`config.mk`:
```
export PLATFORM = sky130hd
export DESIGN_NAME = bitonic_sort_ctrl
export DESIGN_NICKNAME = d
export VERILOG_FILES = /design/src/rtl/bitonic_pkg.sv /design/src/rtl/bitonic_res_fifo.sv /design/src/rtl/bitonic_sort_ctrl.sv
export SDC_FILE = /design/constraint.sdc
export NUM_CORES = 1
export LEC_CHECK = 0
export ABC_CLOCK_PERIOD_IN_PS = 32200
export CAP_MARGIN = 20
export CORE_UTILIZATION = 30
export DETAILED_ROUTE_END_ITERATION = 10
export PLACE_DENSITY_LB_ADDON = 0.08
export SYNTH_ARGS = -nofsm -noshare
export SYNTH_HDL_FRONTEND = slang
export SYNTH_SLANG_ARGS = --single-unit
```
`constraint.sdc`:
```
create_clock -name clk -period 32.2 [get_ports clk]
set_input_delay 6.44 -clock clk [delete_from_list [all_inputs] [get_ports clk]]
set_output_delay 6.44 -clock clk [all_outputs]
set_load 0.02 [all_outputs]
```
`src/rtl/bitonic_pkg.sv`:
```
// Shared helpers for the bitonic sorter family: pipeline latency and lane slicing.
// The sorter, its stream controller and the bench all derive LATENCY from here.
package bitonic_pkg;

    function automatic int LATENCY_OF(input int chan_num, input int pipe_reg);
        int k;
        k = $clog2(chan_num);
        return (pipe_reg != 0) ? (k * (k + 1) / 2) : 0;
    endfunction

    function automatic int lane_lsb(input int lane, input int data_width);
        return lane * data_width;
    endfunction

endpackage

```
`src/rtl/bitonic_res_fifo.sv`:
```
// Result FIFO for sorted vectors. Head output reads zero while empty so m_data
// is clean after reset and flush without having to reset the storage array.
module bitonic_res_fifo #(
    parameter int WIDTH = 132,
    parameter int DEPTH = 8
) (
    input  logic                     clk,
    input  logic                     reset_n,
    input  logic                     i_clr,
    input  logic                     i_push,
    input  logic [WIDTH-1:0]         i_din,
    input  logic                     i_pop,
    output logic [WIDTH-1:0]         o_dout,
    output logic                     o_valid,
    output logic [$clog2(DEPTH):0]   o_cnt
);
    localparam int AW = $clog2(DEPTH);

    logic [WIDTH-1:0] r_mem [0:DEPTH-1];
    logic [AW-1:0]    r_wr_ptr;
    logic [AW-1:0]    r_rd_ptr;
    logic [AW:0]      r_cnt;
    logic             w_pop;

    assign w_pop = i_pop && (r_cnt != '0);

    always_ff @(posedge clk) begin
        if (i_push && !i_clr) begin
            r_mem[r_wr_ptr] <= i_din;
        end
    end

    always_ff @(posedge clk or negedge reset_n) begin
        if (!reset_n) begin
            r_wr_ptr <= '0;
            r_rd_ptr <= '0;
            r_cnt    <= '0;
        end else if (i_clr) begin
            r_wr_ptr <= '0;
            r_rd_ptr <= '0;
            r_cnt    <= '0;
        end else begin
            if (i_push) begin
                r_wr_ptr <= r_wr_ptr + 1'b1;
            end
            if (w_pop) begin
                r_rd_ptr <= r_rd_ptr + 1'b1;
            end
            case ({i_push, w_pop})
                2'b10:   r_cnt <= r_cnt + 1'b1;
                2'b01:   r_cnt <= r_cnt - 1'b1;
                default: r_cnt <= r_cnt;
            endcase
        end
    end

    assign o_valid = (r_cnt != '0);
    assign o_dout  = o_valid ? r_mem[r_rd_ptr] : '0;
    assign o_cnt   = r_cnt;

endmodule

```
`src/rtl/bitonic_sort_ctrl.sv`:
```
// Valid/ready stream wrapper around the stall-free bitonic sorter: tracks valid and
// tag alongside the pipeline and only issues when a result FIFO slot is reserved.
module bitonic_sort_ctrl
    import bitonic_pkg::*;
#(
    parameter int DATA_WIDTH = 16,
    parameter int CHAN_NUM   = 8,
    parameter int LATENCY    = LATENCY_OF(CHAN_NUM, 1),
    parameter int FIFO_DEPTH = 8,
    parameter int TAG_W      = 4
) (
    input  logic                             clk,
    input  logic                             reset_n,
    input  logic                             flush,
    input  logic                             s_valid,
    output logic                             s_ready,
    input  logic [DATA_WIDTH*CHAN_NUM-1:0]   s_data,
    input  logic [TAG_W-1:0]                 s_tag,
    output logic [DATA_WIDTH*CHAN_NUM-1:0]   sort_din,
    input  logic [DATA_WIDTH*CHAN_NUM-1:0]   sort_dout,
    output logic                             m_valid,
    input  logic                             m_ready,
    output logic [DATA_WIDTH*CHAN_NUM-1:0]   m_data,
    output logic [TAG_W-1:0]                 m_tag,
    output logic [$clog2(LATENCY+1):0]       inflight,
    output logic                             busy
);
    localparam int VW   = DATA_WIDTH * CHAN_NUM;
    localparam int IFW  = $clog2(LATENCY + 1) + 1;
    localparam int FCW  = $clog2(FIFO_DEPTH) + 1;
    localparam int SUMW = ((IFW > FCW) ? IFW : FCW) + 1;

    logic                 w_accept;
    logic                 w_push;
    logic                 w_pop;
    logic [TAG_W-1:0]     w_push_tag;
    logic [FCW-1:0]       w_fifo_cnt;
    logic [SUMW-1:0]      w_credit_used;
    logic [VW+TAG_W-1:0]  w_head;
    logic [IFW-1:0]       r_inflight;

    // Credits come from registered counts only, so a same-cycle pop never re-opens s_ready.
    assign w_credit_used = SUMW'(r_inflight) + SUMW'(w_fifo_cnt);
    assign s_ready       = !flush && (w_credit_used < SUMW'(FIFO_DEPTH));
    assign w_accept      = s_valid && s_ready;
    assign sort_din      = w_accept ? s_data : '0;

    generate
        if (LATENCY > 0) begin : g_track
            logic [LATENCY-1:0]            r_vld;
            logic [LATENCY-1:0][TAG_W-1:0] r_tag;
            always_ff @(posedge clk or negedge reset_n) begin
                if (!reset_n) begin
                    r_vld <= '0;
                    r_tag <= '0;
                end else begin
                    r_vld[0] <= w_accept;
                    r_tag[0] <= s_tag;
                    for (int i = 1; i < LATENCY; i++) begin
                        r_vld[i] <= flush ? 1'b0 : r_vld[i-1];
                        r_tag[i] <= r_tag[i-1];
                    end
                end
            end
            assign w_push     = r_vld[LATENCY-1] && !flush;
            assign w_push_tag = r_tag[LATENCY-1];
        end else begin : g_bypass
            assign w_push     = w_accept;
            assign w_push_tag = s_tag;
        end
    endgenerate

    always_ff @(posedge clk or negedge reset_n) begin
        if (!reset_n) begin
            r_inflight <= '0;
        end else if (flush) begin
            r_inflight <= '0;
        end else begin
            r_inflight <= r_inflight + IFW'(w_accept) - IFW'(w_push);
        end
    end

    assign w_pop = m_valid && m_ready;

    bitonic_res_fifo #(
        .WIDTH (VW + TAG_W),
        .DEPTH (FIFO_DEPTH)
    ) u_fifo (
        .clk     (clk),
        .reset_n (reset_n),
        .i_clr   (flush),
        .i_push  (w_push),
        .i_din   ({w_push_tag, sort_dout}),
        .i_pop   (w_pop),
        .o_dout  (w_head),
        .o_valid (m_valid),
        .o_cnt   (w_fifo_cnt)
    );

    assign m_data   = w_head[VW-1:0];
    assign m_tag    = w_head[VW+TAG_W-1:VW];
    assign inflight = r_inflight;
    assign busy     = (r_inflight != '0) || m_valid;

endmodule

```
==> results of run 1 <==
## sequential cells by signal, indices dropped and copies added (netlist names)
name	flops
u_fifo.r_mem	1056
g_track.r_tag	20
g_track.r_vld	6
inflight	4
u_fifo.o_cnt	4
w_push_tag	4
u_fifo.r_rd_ptr	3
u_fifo.r_wr_ptr	3
## critical path: stages
cell and delay, ps:
clkdlybuf4s50_1 890, or4_1 740, a21oi_4 140, buf_4 720, and3_1 280, clkdlybuf4s50_1 650
## Yosys cell counts, types with 2 or more instances
| cell type | number |
|---|---|
| mux2i_1 | 134 |
| buf_4 | 34 |
| buf_1 | 29 |
| edfxtp_1 | 1056 |
| nand2b_1 | 2 |
| buf_2 | 16 |
| fa_1 | 2 |
| mux4_2 | 264 |
| nor2b_1 | 7 |
| a21oi_1 | 3 |
| nor3_1 | 3 |
| inv_2 | 2 |
| and2_1 | 2 |
| xnor2_1 | 5 |
| inv_1 | 9 |
| ha_1 | 12 |
| nand3_1 | 4 |
| nor2_1 | 150 |
| xor2_1 | 3 |
| clkbuf_1 | 37 |
| dfrtp_1 | 44 |
| nand2_1 | 4 |
| clkbuf_4 | 3 |
| and3_1 | 128 |
## path summary, 6_finish.rpt
| kind | slack (ps) | startpoint | to | cells past startpoint |
|---|---|---|---|---|
| min in group asynchronous | 5600 | reset_n | g_track.r_tag[13]$_DFF_PN0_ | 1 |
| max in group asynchronous | 26100 | reset_n | u_fifo.r_rd_ptr[0]$_DFFE_PN0P_ | 2 |
| max reg2reg | 28350 | g_track.r_vld[5]$_DFF_PN0_ | u_fifo.r_mem[7][83]$_DFFE_PP_ | 6 |
| min | 350 | g_track.r_tag[6]$_DFF_PN0_ | g_track.r_tag[10]$_DFF_PN0_ | 0 |
| min reg2reg | 350 | g_track.r_tag[6]$_DFF_PN0_ | g_track.r_tag[10]$_DFF_PN0_ | 0 |
| max | 15820 | flush | sort_din[68] | 6 |
## cell families (layout without fill, tap and decap cells)
family,after synthesis,in the layout,share of synthesized area (%)
flip-flops,1100,1100,76.92
multiplexers,398,398,17.08
AND/OR/NAND/NOR,307,307,3.649
buffers and inverters,130,805,1.516
adder cells (fa/ha/maj),14,14,0.4458
AO/OA/AOI/OAI,10,10,0.2229
XOR/XNOR,8,8,0.1643
other,0,3,0
## power by group through the flow
| stage | clock [mW] | combinational (mW) | sequential (mW) |
|---|---|---|---|
| 5_1_grt | 1.38 | 1.33 | 1.61 |
| 3_3_place_gp | 0 | 1.26 | 1.64 |
| 3_5_place_dp | 0 | 1.27 | 1.64 |
| 6_report | 1.28 | 1.24 | 1.60 |
| 2_1_floorplan | 0 | 0.739 | 1.61 |
| 4_1_cts | 1.33 | 1.27 | 1.61 |
## layout make-up
type / count / area (um2)
repair buffers: 568 / 5670
well taps: 1890 / 2365
diodes: 3 / 7.507
inverters: 11 / 41.29
multi-input cells: 737 / 9261
clock inverters: 72 / 480.5
fillers: 13030 / 87380
clock buffers: 154 / 3213
flip-flops and latches: 1100 / 32820
## routing by layer
| layer | GRT usage, % | vias up | share of wire (%) |
|---|---|---|---|
| met4 | 3.629 | 54 | 1.9 |
| met1 | 20.93 | 11410 | 43 |
| met2 | 26.35 | 555 | 48 |
| met5 | 0 | - | 0.29 |
| met3 | 5.428 | 195 | 7.1 |
| li1 | - | 9256 | - |
==> results.json, run 1 <==
{
  "status": "finished, final reports clean",
  "cts_tree": "done",
  "critical_path_arrival_ps": 9940,
  "synth_nets": 2246,
  "wirelength_um": 117100,
  "min-delay-path-class": "flop to flop",
  "synth_top_area_share_pct": 74.34,
  "layout-drive-gt1-share_pct": 18.47,
  "numPortBuffers": 531,
  "finalInstanceArea_um2": 53860,
  "grt_pass1_vias": 23300,
  "ys_warn_count": 0,
  "ys_types": 38,
  "crit_path_end_kind": "output pin",
  "final_util_pct": 38.13,
  "synth.ff_latch_count": 1100,
  "cts_root_buf": "clkbuf_16",
  "grt_max_degree": 133,
  "fin_hold_ws_ps": 345.7,
  "pin_count": 532,
  "avgSynthCellArea_um2": 21.69,
  "synthFlopType": "edfxtp_1",
  "post-dp-hpwl_um": 65700,
  "startpoint_type": "primary input",
  "maxSlewViolCount": 0,
  "antenna_found_initial": 35,
  "drt_iter0_markers": 1176,
  "cts_buffers": 120,
  "cap_violations": 0,
  "tns_ps": 0,
  "path_class": "primary input to output pin",
  "relSlewSlack_pct": 32.02,
  "dp.cells": 4305,
  "grt_first_pass_wirelength_um": 167400,
  "tightest_slew_ps": 1020,
  "htreeDepth": 3,
  "instances_no_fill": 4535,
  "syn-cell-area_um2": 42660,
  "dr_total_vias": 21470,
  "leakagePower_nw": 16.93,
  "comb_power_share_pct": 30.0,
  "post-place-ws_ps": 15900,
  "power.total_mw": 4.122,
  "p_clk_share_pct": 31.1,
  "worstPathRequired_ps": 25760,
  "fp.dieArea_um2": 143700,
  "clock-sinks": 1100,
  "start_util_pct": 30.20,
  "seqPwrFrac_pct": 38.9,
  "clockBufferDepth": 3,
  "fp.dieH_um": 379.1,
  "placementRows": 138,
  "synth_top_area_cell": "edfxtp_1",
  "worst_slack_ps": 15820,
  "max_freq_mhz": 61.04,
  "grt_overflow": 0,
  "rsz0062_at_grt": "false",
  "clock_skew_ps": 18.85,
  "hold_viol": 0,
  "final_cell_mix": "edfxtp_1 (1056), clkdlybuf4s50_1 (529), mux4_2 (264)",
  "grt_use_total_pct": 16.22,
  "async_flop_share_pct": 4.000,
  "clock_latency_ps": 700,
  "wl_per_cell_um": 25.83,
  "clkTransAtPathRegs_ps": 60,
  "power-per-cell-area_nw_per_um2": 76.53,
  "seq_area_frac_synth_pct": 76.92,
  "die_w_um": 379.1,
  "synth_edf_count": 1056,
  "fin_crit_sh_pct": 50.88,
  "final_nets": 2817,
  "area_growth_pct": 26.27,
  "post_cts_buffers": 0,
  "first_pass_iters": 5,
  "ir_worst_vdd_uv": 119.7,
  "final_common_cell": "edfxtp_1",
  "ant_nets": 0,
  "setup_viol": 0,
  "cp_max_fo": 129,
  "holdBufCountCts": 0,
  "core_um2": 141200,
  "p_switching_mw": 1.251,
  "place_congestion": 0.9356,
  "netSwitchingFraction_pct": 30.35,
  "ys_top_cells_by_area": "edfxtp_1 (74%), mux4_2 (14%), mux2i_1 (3.1%), dfrtp_1 (2.6%), and3_1 (1.9%)",
  "drc": 0,
  "syn_inst": 1967,
  "internal_power_mw": 2.871,
  "viasPerCell": 4.734,
  "placed_area_um2": 50140,
  "min_period_ps": 16380,
  "cts_resized": 0
}
Power figures use the tool's default switching activity.
==> inputs of run 2 (changes only) <==
--- a/config.mk
+++ b/config.mk
@@ -5,7 +5,7 @@
 export SDC_FILE = /design/constraint.sdc
 export NUM_CORES = 1
 export LEC_CHECK = 0
-export ABC_CLOCK_PERIOD_IN_PS = 32200
+export ABC_CLOCK_PERIOD_IN_PS = 15200
 export CAP_MARGIN = 20
 export CORE_UTILIZATION = 30
 export DETAILED_ROUTE_END_ITERATION = 10
==> constraint.sdc (replaced) <==
create_clock -name clk -period 15.2 [get_ports clk]
set_input_delay 3.04 -clock clk [delete_from_list [all_inputs] [get_ports clk]]
set_output_delay 3.04 -clock clk [all_outputs]
set_load 0.02 [all_outputs]
==> results.json, run 2 (synthesis results as in run 1) <==
{
  "crit_path_end_kind": "output pin",
  "critical_path_arrival_ps": 6460,
  "clock_skew_ps": 27.41,
  "core_um2": 141200,
  "cap_violations": 0,
  "grt_max_degree": 145,
  "top_register": "u_fifo.r_mem",
  "power-per-cell-area_nw_per_um2": 163.5,
  "dr_total_vias": 21540,
  "die_w_um": 379.1,
  "cts_resized": 0,
  "tns_ps": 0,
  "cp_cell_sequence": "clkdlybuf4s50_1 > or4_1 > a21oi_4 > buf_4 > and3_1 > clkdlybuf4s50_1",
  "rsz0062_at_grt": "false",
  "grt_overflow": 0,
  "grt_use_total_pct": 16.29,
  "worst_slack_ps": 5701,
  "layout-drive-gt1-share_pct": 18.52,
  "fin_crit_sh_pct": 62.50,
  "post_cts_buffers": 0,
  "startpoint_type": "primary input",
  "path_class": "primary input to output pin",
  "final_nets": 2816,
  "clock_latency_ps": 730,
  "pin_count": 532,
  "tightest_slew_ps": 1142,
  "post-place-ws_ps": 5728,
  "viasPerCell": 4.746,
  "finalInstanceArea_um2": 53960,
  "grt_pass1_vias": 23230,
  "clockBufferDepth": 3,
  "wirelength_um": 117200,
  "min-delay-path-class": "flop to flop",
  "fp.dieArea_um2": 143700,
  "clock-sinks": 1100,
  "cpMaxStageDelayCell": "clkdlybuf4s50_1",
  "fillers": 13060,
  "numPortBuffers": 531,
  "setup_viol": 0,
  "holdBufCountCts": 0,
  "post-dp-hpwl_um": 65830,
  "drc": 0,
  "antenna_found_initial": 40,
  "ir_worst_vdd_uv": 249.1,
  "ant_nets": 0,
  "clkTransAtPathRegs_ps": 60,
  "relSlewSlack_pct": 23.83,
  "cts_root_buf": "clkbuf_16",
  "leakagePower_nw": 16.96,
  "cp_max_fo": 129,
  "status": "finished, final reports clean",
  "start_util_pct": 30.20,
  "worstPathRequired_ps": 12160,
  "cts_buffers": 120,
  "placementRows": 138,
  "max_freq_mhz": 105.3,
  "maxSlewViolCount": 0,
  "first_pass_iters": 5,
  "final_common_cell": "edfxtp_1",
  "cts_tree": "done",
  "min_period_ps": 9499,
  "fp.dieH_um": 379.1,
  "placed_area_um2": 50130,
  "htreeDepth": 3,
  "wl_per_cell_um": 25.82,
  "final_cell_mix": "edfxtp_1 (1056), clkdlybuf4s50_1 (529), mux4_2 (264)",
  "area_growth_pct": 26.50,
  "critPathMostFrequentCell": "clkdlybuf4s50_1",
  "grt_first_pass_wirelength_um": 168100,
  "cp_slowest_stage_delay_ps": 830,
  "largestRegisters": "u_fifo.r_mem x1056, g_track.r_tag x20, g_track.r_vld x6",
  "drt_iter0_markers": 1173,
  "place_congestion": 0.9308,
  "largest_reg_flops": 1056,
  "hold_viol": 0
}
==> run 2: worst paths after layout <==
path                                            start  slack (ps)  cells after the start                        endpoint
setup / recovery                                flush        5700                      6                   sort_din[116]
hold / removal             g_track.r_tag[5]$_DFF_PN0_         340                      0      g_track.r_tag[9]$_DFF_PN0_
setup reg to reg           g_track.r_vld[5]$_DFF_PN0_       11280                      6   u_fifo.r_mem[4][81]$_DFFE_PP_
hold reg to reg            g_track.r_tag[5]$_DFF_PN0_         340                      0      g_track.r_tag[9]$_DFF_PN0_
max in group asynchronous                     reset_n       12390                      2  u_fifo.r_rd_ptr[0]$_DFFE_PN0P_
min in group asynchronous                     reset_n        2280                      1  u_fifo.r_rd_ptr[2]$_DFFE_PN0P_
==> run 2: critical path: cells and delay by family <==
kind	cells	cell delay, ps
AOI/OAI and AO/OA	1	140
buffers and inverters	3	2240
and+or+nand+nor	2	970
==> run 2: report_power, final <==
group	leakage (nW)	internal, mW	switching (mW)
clock network	1.85	1.62	1.19
logic	5.07	1.20	1.42
registers	10.0	3.34	0.0647
total	17.0	6.15	2.67
==> run 2: routing by layer <==
layer | wire length (um) | GRT usage [%]
met1 | 50230 | 21.34
met2 | 55950 | 25.98
met3 | 8155 | 5.215
met4 | 2534 | 4.291
met5 | 307 | 0.06861
==> run 2: final cells by class <==
| type | count | area (um2) | share of cell area [%] |
|---|---|---|---|
| diodes | 8 | 20.02 | 0.03710 |
| clock buffers | 149 | 3153 | 5.843 |
| clock inverters | 76 | 635.6 | 1.178 |
| inverters | 11 | 41.29 | 0.07652 |
| multi-input cells | 737 | 9261 | 17.16 |
| flip-flops and latches | 1100 | 32820 | 60.83 |
| well taps | 1890 | 2365 | 4.382 |
| repair buffers | 567 | 5663 | 10.49 |
==> run 2: stage by stage <==
| step | util (%) | total power [mW] | hold slack [ps] | cells |
|---|---|---|---|---|
| finish | 38.21 | 8.823 | 344.5 | 4538 |
| global route | 38.21 | 9.231 | 356.5 | 4538 |
| CTS | 38.18 | 9.008 | 350.0 | 4529 |
| detailed placement | 35.49 | 6.155 | 339.3 | 4304 |
| global placement | 35.49 | 6.149 | 339.1 | 4304 |
| floorplan | - | 4.984 | 331.2 | 1967 |
==> inputs of run 3 (changes only) <==
--- a/config.mk
+++ b/config.mk
@@ -5,7 +5,7 @@
 export SDC_FILE = /design/constraint.sdc
 export NUM_CORES = 1
 export LEC_CHECK = 0
-export ABC_CLOCK_PERIOD_IN_PS = 15200
+export ABC_CLOCK_PERIOD_IN_PS = 8900
 export CAP_MARGIN = 20
 export CORE_UTILIZATION = 30
 export DETAILED_ROUTE_END_ITERATION = 10
==> constraint.sdc (replaced) <==
create_clock -name clk -period 8.9 [get_ports clk]
set_input_delay 1.78 -clock clk [delete_from_list [all_inputs] [get_ports clk]]
set_output_delay 1.78 -clock clk [all_outputs]
set_load 0.02 [all_outputs]
==> results.json, run 3 (synthesis results as in run 1) <==
{
  "leakagePower_nw": 16.98,
  "place_congestion": 0.8637,
  "cts_tree": "done",
  "worstPathRequired_ps": 7120,
  "cts_root_buf": "clkbuf_16",
  "viasPerCell": 4.732,
  "power.total_mw": 15.08,
  "cap_violations": 0,
  "drt_iter0_markers": 1222,
  "power-per-cell-area_nw_per_um2": 278.8,
  "final_common_cell": "edfxtp_1",
  "max_freq_mhz": 150.5,
  "antenna_found_initial": 32,
  "final_util_pct": 38.29,
  "clkTransAtPathRegs_ps": 60,
  "crit_path_end_kind": "output pin",
  "core_um2": 141200,
  "maxSlewViolCount": 0,
  "cp_max_fo": 129,
  "dp.cells": 4303,
  "worstReg2RegEnd": "u_fifo.r_mem[0][91]$_DFFE_PP_",
  "hold_viol": 0,
  "post-dp-hpwl_um": 63890,
  "pin_count": 532,
  "drc": 0,
  "clock-sinks": 1100,
  "rrSetupSlack_ps": 5830,
  "setup_viol": 0,
  "placementRows": 138,
  "status": "finished, final reports clean",
  "clock_skew_ps": 25.98,
  "rr_worst_depth": 5,
  "grt_max_degree": 145,
  "internal_power_mw": 10.52,
  "grt_pass1_vias": 23330,
  "top_register": "u_fifo.r_mem",
  "die_w_um": 379.1,
  "instances_no_fill": 4536,
  "min-delay-path-class": "flop to flop",
  "final_cell_mix": "edfxtp_1 (1056), clkdlybuf4s50_1 (529), mux4_2 (264)",
  "tightest_slew_ps": 1171,
  "cts_resized": 0,
  "clock_latency_ps": 730,
  "seqPwrFrac_pct": 38.2,
  "final_nets": 2814,
  "fin_crit_sh_pct": 74.64,
  "fp.dieArea_um2": 143700,
  "tns_ps": 0,
  "area_growth_pct": 26.77,
  "largestRegisters": "u_fifo.r_mem x1056, g_track.r_tag x20, g_track.r_vld x6",
  "wirelength_um": 117000,
  "rsz0062_at_grt": "false",
  "startpoint_type": "primary input",
  "grt_first_pass_wirelength_um": 167300,
  "comb_power_share_pct": 30.0,
  "crit_path_end": "sort_din[86]",
  "start_util_pct": 30.20,
  "post-place-ws_ps": 2328,
  "fp.dieH_um": 379.1,
  "path_class": "primary input to output pin",
  "wl_per_cell_um": 25.78,
  "grt_use_total_pct": 16.22,
  "fin_hold_ws_ps": 332.4,
  "post_cts_buffers": 0,
  "p_clk_share_pct": 31.7,
  "dr_total_vias": 21460,
  "min_period_ps": 6643,
  "finalInstanceArea_um2": 54070,
  "grt_overflow": 0,
  "layout-drive-gt1-share_pct": 18.55,
  "critical_path_arrival_ps": 4860,
  "relSlewSlack_pct": 21.96,
  "placed_area_um2": 50230,
  "ir_worst_vdd_uv": 342.5,
  "largest_reg_flops": 1056,
  "worst_slack_ps": 2257,
  "p_switching_mw": 4.558,
  "clockBufferDepth": 3,
  "htreeDepth": 3,
  "rr_startpoint": "g_track.r_vld[5]$_DFF_PN0_",
  "ant_nets": 0,
  "numPortBuffers": 531,
  "holdBufCountCts": 0,
  "first_pass_iters": 5,
  "critPathLaunch": "flush",
  "netSwitchingFraction_pct": 30.23,
  "cts_buffers": 119
}
## run 3: worst min path at each step
stage | depth (start not counted) | startpoint | endpoint | slack, ps
final | 0 | g_track.r_tag[10]$_DFF_PN0_ | g_track.r_tag[14]$_DFF_PN0_ | 330
after global routing | 0 | g_track.r_tag[10]$_DFF_PN0_ | g_track.r_tag[14]$_DFF_PN0_ | 340
after CTS | 0 | g_track.r_tag[10]$_DFF_PN0_ | g_track.r_tag[14]$_DFF_PN0_ | 340
after detailed placement | 0 | g_track.r_tag[1]$_DFF_PN0_ | g_track.r_tag[5]$_DFF_PN0_ | 330
after global placement | 0 | g_track.r_tag[13]$_DFF_PN0_ | g_track.r_tag[17]$_DFF_PN0_ | 340
after floorplan | 0 | g_track.r_tag[6]$_DFF_PN0_ | g_track.r_tag[10]$_DFF_PN0_ | 330
## run 3: final cells by class
class,instances,area (um2)
Fill cell,13040,87170
Sequential cell,1100,32820
Inverter,11,41.29
Tap cell,1890,2365
Clock buffer,160,3244
Timing Repair Buffer,566,5753
Multi-Input combinational cell,737,9274
Antenna cell,10,25.02
Clock inverter,62,549.3
## run 3: critical path, stage by stage
cell and delay (ps):
clkdlybuf4s50_1 430, buf_4 230, or4_1 540, a21oi_4 130
buf_4 730, and3_1 300, clkdlybuf4s50_1 640
## run 3: routing by layer
metal	track usage, %	vias to the layer above	routed length (um)
met5	0	-	218
met4	4.230	34	2255
met3	4.200	180	6988
met2	26.52	532	56980
met1	21.35	11470	50510
li1	-	9248	-
## run 3: power groups by stage
stage / clock network (mW) / registers (mW) / logic [mW]
after floorplan: 0 / 5.84 / 2.67
after global placement: 0 / 5.88 / 4.64
after detailed placement: 0 / 5.88 / 4.66
after CTS: 4.95 / 5.77 / 4.68
after global routing: 5.12 / 5.77 / 4.87
final: 4.78 / 5.77 / 4.53
